$ cat config.mk
export PLATFORM = sky130hd
export DESIGN_NAME = eth_gmii_tx
export DESIGN_NICKNAME = d
export VERILOG_FILES = /design/src/rtl/eth_gmii_tx.sv
export SDC_FILE = /design/constraint.sdc
export NUM_CORES = 1
export LEC_CHECK = 0
export CORE_AREA = 2 2 70 138
export CTS_CLUSTER_DIAMETER = 30
export DETAILED_ROUTE_END_ITERATION = 10
export DIE_AREA = 0 0 72 140
export PLACE_DENSITY = 0.82
export RECOVER_POWER = 25
export SETUP_SLACK_MARGIN = 0.05
export SYNTH_ARGS = -nofsm -noshare
export SYNTH_HDL_FRONTEND = slang
export SYNTH_SLANG_ARGS = --single-unit
export TNS_END_PERCENT = 20
$ cat constraint.sdc
create_clock -name clk -period 3.3 [get_ports clk]
set_input_delay 0.495 -clock clk [delete_from_list [all_inputs] [get_ports clk]]
set_output_delay 0.495 -clock clk [all_outputs]
set_load 0.01 [all_outputs]
$ cat src/rtl/eth_gmii_tx.sv
// Gigabit Ethernet GMII transmit framer. It adds the preamble, SFD, optional zero padding,
// CRC32 FCS and the inter-packet gap around a byte-wide AXIS frame.
module eth_gmii_tx #(
    parameter int PREAMBLE_BYTES  = 7,
    parameter int MIN_FRAME_BYTES = 60,
    parameter int ENABLE_PAD      = 1,
    parameter int GAP_CYCLES      = 12
) (
    input  logic       clk,
    input  logic       sresetn,
    output logic       axis_i_tready,
    input  logic       axis_i_tvalid,
    input  logic       axis_i_tlast,
    input  logic [7:0] axis_i_tdata,
    output logic [7:0] gmii_txd,
    output logic       gmii_txen,
    output logic       gmii_txer,
    output logic       tx_busy,
    output logic       frame_done
);

    typedef enum logic [2:0] {
        S_IDLE,
        S_PRE,
        S_SFD,
        S_DATA,
        S_PAD,
        S_FCS,
        S_GAP
    } state_t;

    localparam logic [31:0] CRC_POLY = 32'hEDB88320;
    localparam logic [31:0] CRC_INIT = 32'hFFFFFFFF;
    localparam logic [7:0]  PRE_LAST = 8'(PREAMBLE_BYTES - 1);
    localparam logic [7:0]  GAP_LAST = 8'(GAP_CYCLES - 1);
    localparam logic [11:0] MIN_LEN  = 12'(MIN_FRAME_BYTES);

    state_t      state_q, state_d;
    logic [7:0]  cnt_q, cnt_d;
    logic [10:0] byte_cnt_q, byte_cnt_d;
    logic [31:0] crc_q, crc_d;
    logic [7:0]  txd_q, txd_d;
    logic        txen_q, txen_d;
    logic        txer_q, txer_d;
    logic        done_q, done_d;

    logic [10:0] byte_cnt_inc;
    logic [11:0] len_after_byte;
    logic [31:0] fcs_inv;
    logic [7:0]  fcs_byte;

    // Byte-serial reflected CRC32: the data byte enters LSB first.
    function automatic logic [31:0] crc_byte(input logic [31:0] crc, input logic [7:0] data);
        logic [31:0] c;
        c = crc ^ {24'h000000, data};
        for (int i = 0; i < 8; i++) begin
            c = c[0] ? ((c >> 1) ^ CRC_POLY) : (c >> 1);
        end
        return c;
    endfunction

    assign byte_cnt_inc   = (byte_cnt_q == 11'h7FF) ? byte_cnt_q : byte_cnt_q + 11'd1;
    assign len_after_byte = {1'b0, byte_cnt_q} + 12'd1;
    assign fcs_inv        = ~crc_q;

    always_comb begin
        fcs_byte = fcs_inv[7:0];
        case (cnt_q[1:0])
            2'd0:    fcs_byte = fcs_inv[7:0];
            2'd1:    fcs_byte = fcs_inv[15:8];
            2'd2:    fcs_byte = fcs_inv[23:16];
            default: fcs_byte = fcs_inv[31:24];
        endcase
    end

    always_comb begin
        state_d    = state_q;
        cnt_d      = cnt_q;
        byte_cnt_d = byte_cnt_q;
        crc_d      = crc_q;
        txd_d      = 8'h00;
        txen_d     = 1'b0;
        txer_d     = 1'b0;
        done_d     = 1'b0;

        case (state_q)
            S_IDLE: begin
                if (axis_i_tvalid) begin
                    state_d    = S_PRE;
                    cnt_d      = 8'd0;
                    byte_cnt_d = 11'd0;
                    crc_d      = CRC_INIT;
                end
            end
            S_PRE: begin
                txen_d = 1'b1;
                txd_d  = 8'h55;
                if (cnt_q == PRE_LAST) begin
                    cnt_d   = 8'd0;
                    state_d = S_SFD;
                end else begin
                    cnt_d = cnt_q + 8'd1;
                end
            end
            S_SFD: begin
                txen_d  = 1'b1;
                txd_d   = 8'hD5;
                state_d = S_DATA;
            end
            S_DATA: begin
                txen_d = 1'b1;
                // A missing byte mid-frame cannot be stalled on GMII; flag it as an error symbol.
                if (axis_i_tvalid) begin
                    txd_d      = axis_i_tdata;
                    crc_d      = crc_byte(crc_q, axis_i_tdata);
                    byte_cnt_d = byte_cnt_inc;
                    if (axis_i_tlast) begin
                        cnt_d = 8'd0;
                        if ((ENABLE_PAD != 0) && (len_after_byte < MIN_LEN)) begin
                            state_d = S_PAD;
                        end else begin
                            state_d = S_FCS;
                        end
                    end
                end else begin
                    txer_d = 1'b1;
                end
            end
            S_PAD: begin
                txen_d     = 1'b1;
                crc_d      = crc_byte(crc_q, 8'h00);
                byte_cnt_d = byte_cnt_inc;
                if (len_after_byte >= MIN_LEN) begin
                    cnt_d   = 8'd0;
                    state_d = S_FCS;
                end
            end
            S_FCS: begin
                txen_d = 1'b1;
                txd_d  = fcs_byte;
                if (cnt_q[1:0] == 2'd3) begin
                    done_d  = 1'b1;
                    cnt_d   = 8'd0;
                    state_d = S_GAP;
                end else begin
                    cnt_d = cnt_q + 8'd1;
                end
            end
            S_GAP: begin
                if (cnt_q == GAP_LAST) begin
                    cnt_d   = 8'd0;
                    state_d = S_IDLE;
                end else begin
                    cnt_d = cnt_q + 8'd1;
                end
            end
            default: begin
                state_d = S_IDLE;
                cnt_d   = 8'd0;
            end
        endcase
    end

    always_ff @(posedge clk) begin
        if (!sresetn) begin
            state_q    <= S_IDLE;
            cnt_q      <= 8'd0;
            byte_cnt_q <= 11'd0;
            crc_q      <= CRC_INIT;
            txd_q      <= 8'h00;
            txen_q     <= 1'b0;
            txer_q     <= 1'b0;
            done_q     <= 1'b0;
        end else begin
            state_q    <= state_d;
            cnt_q      <= cnt_d;
            byte_cnt_q <= byte_cnt_d;
            crc_q      <= crc_d;
            txd_q      <= txd_d;
            txen_q     <= txen_d;
            txer_q     <= txer_d;
            done_q     <= done_d;
        end
    end

    assign axis_i_tready = (state_q == S_DATA);
    assign tx_busy       = (state_q != S_IDLE);
    assign gmii_txd      = txd_q;
    assign gmii_txen     = txen_q;
    assign gmii_txer     = txer_q;
    assign frame_done    = done_q;

endmodule

# After elaboration in Yosys (flattened, before gate mapping)
# Index checks and enable logic that the tools add are counted.
# totals
reg_bits	65
in_bits	12
elab_cells	107
output_inout_bits	13
# op_classes
n_eq_ne	19
addsub	3
magnitude_cmp	2
n_bitwise	19
n_reduce_logical	10
n_mux	46
# op_table
operator	count
$mux W32	18
$not A13 Y14	16
$pmux W32 S3	1
$mux W8	8
$pmux W8 S7	1
$mux W11	3
$pmux W11 S3	1
$not A32 Y32	1
$pmux W8 S4	1
$xor A32 B8 Y32	1
$pmux W8 S3	1
$mux W3	7
$pmux W3 S7	1
$add A11 B1 Y12 const B	1
$ge A12 B6 Y1 const B	1
$lt A12 B6 Y1 const B	1
$add A11 B1 Y11 const B	1
$eq A11 B11 Y1 const B	1
$ne A2 B2 Y1 const B	5
$eq A3 B3 Y1 const B	3
$add A8 B1 Y8 const B	1
$eq A8 B3 Y1 const B	1
$eq A8 B4 Y1 const B	1
$reduce_and A7 Y1	1
14 further kinds	22

# Logic depth before layout (Yosys ltp)
# depth
depth_word	19
depth_mapped	9
depth_no_buf	8

# Least setup slack after synthesis
# No wires, ideal clock.
# synth_timing
path_kind	flip-flop to flip-flop
start	register byte_cnt_q[0]
end	register cnt_q[6]
t_arrival_ns	1.999
required_ns	3.222
path_stages_with_launch	8
synth_period_minus_slack_ns	2.077
setup_slack_ns	1.223
setup_ns	0.078
n_path_buf	0
path_cell_list	dfxtp_1 > ha_1 > nand3_1 > o31ai_1 > nand4_1 > o41ai_4 > a211oi_1 > nor3_1
# synth_between
elab_chain_len	4
# synth_lines
item	line	source
start: declaration	40	logic [10:0] byte_cnt_q, byte_cnt_d;
start signal: assignment	177	byte_cnt_q <= byte_cnt_d;
$add A11 B1 Y12	63	assign len_after_byte = {1'b0, byte_cnt_q} + 12'd1;
$ge A12 B6 Y1	133	if (len_after_byte >= MIN_LEN) begin
$ne A2 B2 Y1 (no line)	--	
$reduce_and A5 Y1 (no line)	--	
end signal: assignment	176	cnt_q <= cnt_d;
end: declaration	39	logic [7:0] cnt_q, cnt_d;
# Every way passes these cells.
# A chain may end at the register's enable or synchronous reset.

# Final worst setup path
# layout_timing
start	register state_q[2]
end	register byte_cnt_q[0]
# layout_between
elab_chain_len	3
word_cells_on_any_way	8
cone_classes	4 x eq/ne; 1 x mux; 3 x reduce/logical
# layout_lines
item	line	source
start: declaration	38	state_t state_q, state_d;
start signal: assignment	175	state_q <= state_d;
$eq A3 B2 Y1 (tied with other cells)	86	case (state_q)
$ne A2 B1 Y1 (no line) (tied with other cells)	--	
$reduce_and A3 Y1 (no line)	--	
# Several ways; a longest one is shown, not always the timed one.

==> results.json <==
{
  "status": "finished clean",
  "antenna_found_initial": 0,
  "grt_max_degree": 28,
  "startpoint": "state_q[2]$_SDFFE_PN0P_",
  "core_area_um2": 9010,
  "final-seq-area_um2": 1300,
  "portBuffers": 24,
  "cts_setup_buffers": 0,
  "netlist_instances": 588,
  "critPathRequiredTime_ns": 3.54,
  "rows": 49,
  "layout-drive-gt1-share_pct": 9.08,
  "grt_pass1_vias": 4568,
  "dr_wl_met3_um": 900,
  "synthDistinctLibCells": 63,
  "async_reset_ff_share_pct": 0,
  "insertedDiodeCount": 0,
  "drtAntennaViolNets": 0,
  "wl_um": 14600,
  "yosysMostFrequentCell": "xnor2_1",
  "skew_ns": 0.00627,
  "power.leakage_nw": 1.99,
  "timing.rr.start": "state_q[2]$_SDFFE_PN0P_",
  "route.met2.wl_um": 7680,
  "place_area_um2": 5180,
  "top_layer_used": "met4",
  "max_slew_margin_pct": 19.9,
  "synth_common_cells": "76 x xnor2_1, 65 x dfxtp_1, 64 x nor2_1",
  "routedWlPerCell_um": 20.6,
  "final_area_um2": 5530,
  "hold_class": "reg2reg",
  "syn_area_um2": 4860,
  "nNetsFinal": 620,
  "hp-start": "cnt_q[4]$_SDFFE_PN0P_",
  "start_util_pct": 54.0,
  "drtPass1Iterations": 7,
  "place_ws_ns": 0.488,
  "clock_sinks": 65,
  "hold_viol": 0,
  "drt-met1-wl_um": 4980,
  "cts_made_buffers": 9,
  "vdd_drop_max_mv": 0.578,
  "holdBufCountCts": 0,
  "fill_cells": 775,
  "netlist_top_cells_area": "dfxtp_1 27%, xnor2_1 14%, xor2_1 5.2%",
  "yosysSeqAreaShare_pct": 26.8,
  "synth_edf_count": 0,
  "globalplace.congestion": 1.03,
  "worst_r2r_path_depth": 7,
  "finalMaxSlewViolations": 0,
  "power_density_nw_per_um2": 680,
  "crit_type": "reg2reg",
  "layout_worst_path_cycle_share_pct": 87.2,
  "grt_pass1_wl_um": 23500,
  "area_growth_pct": 13.7,
  "min_period_ns": 2.88,
  "cp-end-kind": "flop",
  "intPower_mw": 2.32,
  "syn_area_per_cell_um2": 8.27,
  "clk_latency_ns": 0.34,
  "clkTransAtPathRegs_ns": 0.06,
  "dpl.hpwl_um": 10600,
  "remaining_drc_errors": 0,
  "dieHeight_um": 140,
  "multi_input_area_um2": 3340,
  "arrival_ns": 3.11,
  "ys.warnings.count": 0,
  "pwr-share-seq_pct": 27.3,
  "cp-start-kind": "flop",
  "ys_ff_latch": 65,
  "track_usage_pct": 30.6,
  "p_switching_mw": 1.44,
  "dieWidth_um": 72,
  "synth_top_cell_area_share_pct": 26.8,
  "cp_max_fo": 21,
  "tightestPinTransition_ns": 1.20,
  "final.setup.tns_ns": 0,
  "cts_tree": "yes",
  "drt_iter0_markers": 359,
  "io_pins": 25,
  "utilization_pct": 61.3,
  "p_clk_share_pct": 29.8,
  "setup_ws_ns": 0.423,
  "cts-htree-levels": 3,
  "min_path_cells": 1,
  "rsz0062_at_grt": "no",
  "setup_viol": 0,
  "cts-root-buf": "clkbuf_16",
  "synth-main-ff-cell": "dfxtp_1",
  "cts_resized": 0,
  "share_comb_of_total_power_pct": 42.8,
  "switching_share_pct": 38.2,
  "timing.fmax_mhz": 348,
  "syn-num-nets": 607,
  "via_count": 4614,
  "die_area_um2": 10100,
  "grt_overflow": 0,
  "whs_ns": 0.500,
  "cap_violations": 0,
  "cts_buffer_depth": 2,
  "yosysTopAreaCell": "dfxtp_1",
  "viasPerCell": 6.52
}
## cells in the final DEF, fill, tap and decap left out, types with 9 or more instances in the layout
| master | Yosys | routed |
|---|---|---|
| xor2_1 | 29 | 29 |
| nand3_1 | 17 | 17 |
| o221ai_1 | 10 | 10 |
| inv_1 | 11 | 11 |
| nor2b_1 | 13 | 13 |
| o22ai_1 | 16 | 16 |
| nand2_1 | 40 | 40 |
| xnor2_1 | 76 | 76 |
| dlygate4sd3_1 | 0 | 11 |
| a21oi_1 | 36 | 36 |
| nor2_1 | 64 | 64 |
| dfxtp_1 | 65 | 65 |
| nor3_1 | 10 | 10 |
| clkdlybuf4s50_1 | 0 | 13 |
| buf_4 | 5 | 16 |
| clkbuf_16 | 0 | 9 |
| o21ai_0 | 24 | 24 |
## final timing paths
check,to,slack [ns]
worst min register to register,cnt_q[4]$_SDFFE_PN0P_,0.50
worst max-delay path,byte_cnt_q[0]$_SDFFE_PN0P_,0.42
worst min-delay path,cnt_q[4]$_SDFFE_PN0P_,0.50
worst max register to register,byte_cnt_q[0]$_SDFFE_PN0P_,0.42
## worst max-delay path: stages, from the launching register on
cell	delay, ns
dfxtp_1	0.63
nor2b_1	0.16
nand2_1	0.11
clkbuf_1	0.89
nand2_1	0.33
nand2b_1	0.38
o21ai_0	0.11
and2_1	0.16
## stage by stage
step | std cells | power, mW
6_report | 708 | 3.76
5_1_grt | 708 | 3.95
4_1_cts | 708 | 3.74
3_5_place_dp | 692 | 2.61
3_3_place_gp | 692 | 2.58
2_1_floorplan | 588 | 2.21
## layer usage
metal	vias up	global-route usage, %
met2	224	54.2
met3	86	5.76
met5	-	0
met4	0	20.8
li1	2110	-
met1	2194	31.2
## kinds of logic after synthesis
group | Yosys count | share of synthesized area (%)
adders and majority gates | 7 | 1.80
AOI/OAI and AO/OA | 156 | 21.5
buffers and inverters | 50 | 4.53
xor gates and xnor gates | 123 | 26.3
and+or+nand+nor | 184 | 18.4
DFF | 65 | 26.8
muxes | 3 | 0.643
## area by class of cell
type / instances / share of cell area, %
Clock buffer: 9 / 4.07
Clock inverter: 7 / 2.31
Inverter: 11 / 0.747
Multi-Input combinational cell: 473 / 60.4
Sequential cell: 65 / 23.5
Tap cell: 102 / 2.31
Timing Repair Buffer: 41 / 6.59
## flip-flops by register name, summed over array words and instances, names as in the netlist
signal	cells
state_q	3
gmii_txd	8
byte_cnt_q	11
gmii_txer	1
crc_q	32
cnt_q	8
gmii_txen	1
frame_done	1
## power groups by stage
stage | Clock [mW] | Combinational, mW | Sequential [mW]
after floorplan | 0 | 1.25 | 0.961
after global placement | 0 | 1.55 | 1.03
after detailed placement | 0 | 1.57 | 1.04
after CTS | 1.13 | 1.59 | 1.02
after global routing | 1.17 | 1.73 | 1.04
final | 1.12 | 1.61 | 1.03
Note: power is estimated with default switching activity, not from simulation.
